==> src/rtl/rotate_sequencer.sv <==
// Step sequencer around a rotate-by-M datapath.
// Streams each rotated word on a valid/ready output.
module rotate_sequencer #(
  parameter int N  = 8,
  parameter int M  = 3,
  parameter int SW = 4
) (
  input  logic          CLK,
  input  logic          nRESET,
  input  logic          start,
  input  logic [N-1:0]  din,
  input  logic          dir,
  input  logic [SW-1:0] steps,
  input  logic          abort,
  output logic          busy,
  output logic [N-1:0]  dout,
  output logic          dout_valid,
  input  logic          dout_ready,
  output logic          dout_last,
  output logic          done
);

  localparam int MP = M % N;

  typedef enum logic {IDLE, RUN} state_t;

  state_t        state_q, state_d;
  logic [N-1:0]  work_q, work_d;
  logic [N-1:0]  dout_q, dout_d;
  logic [SW-1:0] rem_q, rem_d;
  logic          dir_q, dir_d;
  logic          valid_q, valid_d;
  logic          last_q, last_d;
  logic          done_q, done_d;
  logic          adv, fin;
  logic [N-1:0]  rot_w;

  // doubling the word makes a zero distance fall out as identity
  function automatic logic [N-1:0] rot(
    input logic [N-1:0] x,
    input logic         r
  );
    logic [2*N-1:0] dbl;
    dbl = {x, x};
    if (r) begin
      dbl = dbl >> MP;
      rot = dbl[N-1:0];
    end else begin
      dbl = dbl << MP;
      rot = dbl[2*N-1:N];
    end
  endfunction

  always_ff @(posedge CLK or negedge nRESET) begin
    if (!nRESET) begin
      state_q <= IDLE;
      work_q  <= '0;
      dout_q  <= '0;
      rem_q   <= '0;
      dir_q   <= 1'b0;
      valid_q <= 1'b0;
      last_q  <= 1'b0;
      done_q  <= 1'b0;
    end else begin
      state_q <= state_d;
      work_q  <= work_d;
      dout_q  <= dout_d;
      rem_q   <= rem_d;
      dir_q   <= dir_d;
      valid_q <= valid_d;
      last_q  <= last_d;
      done_q  <= done_d;
    end
  end

  always_comb begin
    rot_w   = rot(work_q, dir_q);
    adv     = (!valid_q || dout_ready) && (rem_q != '0);
    fin     = valid_q && dout_ready && last_q;
    state_d = state_q;
    work_d  = work_q;
    dout_d  = dout_q;
    rem_d   = rem_q;
    dir_d   = dir_q;
    valid_d = valid_q;
    last_d  = last_q;
    done_d  = 1'b0;
    if (abort) begin
      state_d = IDLE;
      valid_d = 1'b0;
      last_d  = 1'b0;
    end else begin
      unique case (state_q)
        IDLE: begin
          if (start) begin
            state_d = RUN;
            dir_d   = dir;
            work_d  = din;
            rem_d   = steps;
            if (steps == '0) begin
              dout_d  = din;
              valid_d = 1'b1;
              last_d  = 1'b1;
            end
          end
        end
        RUN: begin
          unique case (1'b1)
            fin: begin
              state_d = IDLE;
              valid_d = 1'b0;
              last_d  = 1'b0;
              done_d  = 1'b1;
            end
            adv: begin
              work_d  = rot_w;
              dout_d  = rot_w;
              valid_d = 1'b1;
              last_d  = (rem_q == SW'(1));
              rem_d   = rem_q - SW'(1);
            end
            default: ;
          endcase
        end
        default: state_d = IDLE;
      endcase
    end
  end

  always_comb begin
    busy       = (state_q != IDLE);
    dout       = dout_q;
    dout_valid = valid_q;
    dout_last  = last_q;
    done       = done_q;
  end

endmodule

==> config.mk <==
export PLATFORM = sky130hd
export DESIGN_NAME = rotate_sequencer
export DESIGN_NICKNAME = d
export VERILOG_FILES = /design/src/rtl/rotate_sequencer.sv
export SDC_FILE = /design/constraint.sdc
export NUM_CORES = 1
export LEC_CHECK = 0
export ABC_AREA = 1
export CAP_MARGIN = 20
export CORE_UTILIZATION = 45
export DETAILED_ROUTE_END_ITERATION = 10
export PLACE_DENSITY = 0.73
export SLEW_MARGIN = 20
export SYNTH_ARGS = -nofsm -noshare
export SYNTH_HDL_FRONTEND = slang
export SYNTH_SLANG_ARGS = --single-unit
==> constraint.sdc <==
create_clock -name CLK -period 1.33 [get_ports CLK]
set_clock_uncertainty 0.1 [all_clocks]
set_input_delay 0.1995 -clock CLK [delete_from_list [all_inputs] [get_ports CLK]]
set_output_delay 0.1995 -clock CLK [all_outputs]
set_load 0.01 [all_outputs]
# Word-level counts from Yosys, hierarchy flattened
# Cells that the tools add are included.
dict set report totals {
  reg_bits 25
  n_memories 0
  out_inout_bits 12
  romBits 0
  latch_bits 0
  in_bits 18
  mem_bits_rw 0
}
dict set report classes {
  eq_ne 7
  n_reduce_logical 11
  addsub 1
  div 0
  magnitude_cmp 0
  n_shift 0
  bitwise_logic 2
  mux 25
  multipliers 0
}
# op count
set op_table {}
lappend op_table {{8-bit two-way mux} 5}
lappend op_table {{8-bit case mux with 2 select lines} 2}
lappend op_table {{1-bit two-way mux} 10}
lappend op_table {{1-bit case mux with 2 select lines} 5}
lappend op_table {{3-bit AND reduction} 3}
lappend op_table {{4-bit two-way mux} 2}
lappend op_table {{4-bit case mux with 2 select lines} 1}
lappend op_table {{3-bit != test, second input constant} 2}
lappend op_table {{4-bit by 1-bit == test with 1-bit output, second input constant} 1}
lappend op_table {{4-bit logical NOT} 1}
lappend op_table {{2-bit != test, second input constant} 2}
lappend op_table {{4-bit by 2-bit != test with 1-bit output, second input constant} 1}
lappend op_table {{4-bit AND reduction} 1}
lappend op_table {{4-bit nonzero test} 1}
lappend op_table {{4-bit by 1-bit subtractor with 4-bit output, second input constant} 1}
lappend op_table {{1-bit logical AND} 3}
lappend op_table {{2-bit by 1-bit != test with 1-bit output, second input constant} 1}
lappend op_table {{1-bit NOT} 2}
lappend op_table {{1-bit logical NOT} 1}
lappend op_table {{1-bit logical OR} 1}

# Depth between registers and ports, before layout
dict set report depth {
  depth_word 6
  ltp_mapped 9
  ltp_nobuf 9
}

# Least setup slack after synthesis
# No wires, ideal clock.
dict set report synth_path {
  path_type {register to register}
  startpoint {register rem_q[0]}
  endpoint {register dout_q[0], in the netlist dout[0]}
  required_time_ns 1.113
  stages_incl_launch_ff 9
  setup_time_ns 0.117
  path_slack_ns -0.035
  t_arrival_ns 1.149
  cell_sequence {dfrtp_1 > inv_1 > ha_1 > nand2_2 > nand3_1 > nand2_2 > nand2_4 > nand2_1 > nand2_1}
}
dict set report synth_between {
  elab_chain_cells 4
}
# item line_no
set synth_lines {}
lappend synth_lines {{start, declared} 30} ;# logic [SW-1:0] rem_q, rem_d;
lappend synth_lines {{start signal, assigned} 68} ;# rem_q <= rem_d;
lappend synth_lines {{4-bit nonzero test} 78} ;# adv = (!valid_q || dout_ready) && (rem_q != '0);
lappend synth_lines {{1-bit logical AND} 78}
lappend synth_lines {{2-bit by 1-bit != test with 1-bit output (no line)} n/a}
lappend synth_lines {{4-bit AND reduction (no line)} n/a}
lappend synth_lines {{end signal, assigned} 67} ;# dout_q <= dout_d;
lappend synth_lines {{end, declared} 29} ;# logic [N-1:0] dout_q, dout_d;
# Every way passes these cells.
# A chain may end at the register's enable or synchronous reset.

# Worst setup path after layout
dict set report layout_path {
  startpoint {register rem_q[0]}
  endpoint {register work_q[2]}
}
dict set report layout_between {
  elab_chain_cells 4
}
# item line_no
set layout_lines {}
lappend layout_lines {{4-bit nonzero test} 78}
lappend layout_lines {{1-bit logical AND} 78}
lappend layout_lines {{2-bit by 1-bit != test with 1-bit output (no line)} n/a}
lappend layout_lines {{3-bit AND reduction (no line)} n/a}
lappend layout_lines {{end signal, assigned} 66} ;# work_q <= work_d;
lappend layout_lines {{end, declared} 28} ;# logic [N-1:0] work_q, work_d;
# Every way passes these cells.

==> out/metrics.cfg <==
[clock_network]
clock-sinks=25
cts_tree=built
clockRootBuffer=clkbuf_4
cts-buffers-inserted=3
clockBufferDepth=2
clk_latency_ps=340
cts_max_level=1
clkTransAtPathRegs_ps=150

[drt]
drtIter0Drc=62
wl_per_cell_um=12.0
wl_mm=3.72
ant_nets=0
remaining_drc_errors=1
viasPerCell=4.69
dr.pass1.iters=8
vias=1453

[power]
p_clk_frac=0.141
p_switching_w=0.00102
p_int_w=0.00167
p_sw_frac=0.379
peakVddDrop_uv=588
p_leak_nw=1.16
pwr-share-seq=0.395
power_density_mw_per_mm2=1230
p_comb_frac=0.463

[setup_path]
crit_path_end_kind=flop
worstPathArrival_ps=1510
path_max_fanout=5
cp.required_ps=1490
path_class=flop to flop
start_kind=flop

[finish]
area_growth_pct=53.0
diodes=0
layout.cells.most_common_list=nand2_1, buf_4, dfrtp_1
final_nets=287
final_common_cell=nand2_1
fin_area_sq_mm=0.00217
final_util=0.718
drive_gt1_frac=0.278

[placed_design]
io_buffers=29
hpwlAfterDp_mm=2.28
place_congestion=0.828
dp_worst_setup_slack_ps=-243
dpl_cell_area_sq_mm=0.00188

[yosys]
ys_seq_area_frac=0.440
synth-seq-cells=25
netlist_area_sq_mm=0.00142
syn_area_per_cell_sq_um=7.07
yosysWarnings=0
synth_cell_types=20
syn_nets=221
netlist_instances=201

[grt]
grt_max_degree=26
grt_remaining_overflow=0
antenna_found_initial=0
first_global_vias=1319
grt_pass1_wl_mm=5.89
track_usage=0.233

[sta]
worstMarginPinSlew_ps=318
fmax_mhz=741
slew_headroom=0.788
period_needed_ps=1350
hold_slack_ps=83.4
maxSlewViolCount=0
tns_ps=-168
hold_viol=0
setup_viol=15
setup_ws_ps=-19.4
grt_setup_unrepaired=yes
fin_crit_sh=1.01

[floorplan]
placementRows=20
dieHeight_um=58.2
start_util=0.469
dieArea_sq_mm=0.00339
io_pins=30
fp.coreArea_sq_mm=0.00303
dieWidth_um=58.2

[status]
status=finished, violations left
violations=design-rule violations, negative setup slack

[job]
drv_cap=0

[min_path]
min_path_type=primary input to asynchronous set/reset pin

[area by class of cell]
type | instances | area [sq um]
clock inverters | 1 | 7.51
flip-flops and latches | 25 | 626
inverters | 20 | 85.1
well taps | 44 | 55.1
fillers | 240 | 853
clock buffers | 3 | 22.5
repair buffers | 65 | 594
multi-input cells | 152 | 785
[kinds of logic (layout without fill, tap and decap cells)]
family                     Yosys count  after routing  share of synthesized area
and+or+nand+nor                    140            141                      0.411
adders and majority gates            2              2                     0.0176
AOI/OAI and AO/OA                    9              9                     0.0493
buffers and inverters               25             89                     0.0819
DFF                                 25             25                      0.440
[flip-flops by register name, indices dropped and copies added, names as in the netlist]
signal      flops
dout            8
done            1
busy            1
rem_q           4
dout_valid      1
dir_q           1
work_q          8
dout_last       1
[routing by layer]
layer / vias to the layer above / track usage / routed length (um)
li1: 751 / - / -
met1: 661 / 0.322 / 1700
met2: 36 / 0.373 / 1810
met3: 5 / 0.0290 / 148
met4: 0 / 0.0884 / 61
met5: - / 0 / 0
[synth_stat cells]
library cell / number / area share
inv_1: 17 / 0.045
buf_6: 1 / 0.0079
nand2_1: 99 / 0.26
o21ai_0: 5 / 0.018
dfrtp_1: 25 / 0.44
inv_6: 1 / 0.0062
nand2_2: 4 / 0.018
inv_2: 2 / 0.0053
a21oi_1: 1 / 0.0035
nand2_4: 2 / 0.016
nor3_1: 1 / 0.0035
ha_1: 2 / 0.018
nand4_1: 1 / 0.0044
buf_4: 2 / 0.011
nor2_1: 10 / 0.026
nand3_1: 22 / 0.077
a21oi_4: 2 / 0.023
buf_2: 2 / 0.0070
nor2_2: 1 / 0.0044
o21a_1: 1 / 0.0053
[power by group through the flow]
stage	clock, W	combinational (W)	sequential, W
floorplan	0	0.000492	0.00109
global placement	0	0.000944	0.00106
detailed placement	0	0.000962	0.00106
CTS	0.000366	0.00108	0.00105
global route	0.000405	0.00138	0.00108
finish	0.000379	0.00124	0.00106
[worst max-delay path, stage by stage, from the launching register on]
cell     delay [ps]
dfrtp_1         390
inv_2            60
ha_4            170
nand2_4          70
nand2_4          60
nand2_4          90
nand2_8          80
buf_6           140
nand2_2          50
nand2_2          40
[final timing paths]
| kind | startpoint | endpoint | slack [ps] | depth (start not counted) |
|---|---|---|---|---|
| max in group asynchronous | nRESET | rem_q[1]$_DFFE_PN0P_ | 900 | 2 |
| setup / recovery | rem_q[0]$_DFFE_PN0P_ | work_q[2]$_DFFE_PN0P_ | -20 | 9 |
| hold / removal | nRESET | dout[3]$_DFFE_PN0P_ | 80 | 2 |
| hold reg to reg | dout[1]$_DFFE_PN0P_ | dout[1]$_DFFE_PN0P_ | 390 | 2 |
| min in group CLK | dir | dir_q$_DFFE_PN0P_ | 330 | 3 |
| setup reg to reg | rem_q[0]$_DFFE_PN0P_ | work_q[2]$_DFFE_PN0P_ | -20 | 9 |
[metrics by stage]
| step | power (W) | cells |
|---|---|---|
| 5_1_grt | 0.00286 | 310 |
| 4_1_cts | 0.00249 | 305 |
| 2_1_floorplan | 0.00158 | 201 |
| 3_5_place_dp | 0.00202 | 287 |
| 6_report | 0.00269 | 310 |
| 3_3_place_gp | 0.00200 | 287 |
[repair_timing]
| item | 4_1_cts | 5_1_grt |
|---|---|---|
| gates cloned | 1 | 0 |
| setup endpoints to repair | 32 | 33 |
| buffers inserted | 13 | 5 |
| resized for setup | 37 | 23 |
| hold buffers | 0 | 0 |
| pin swaps | 14 | 11 |
No activity file was read; power rests on OpenSTA's default activity.
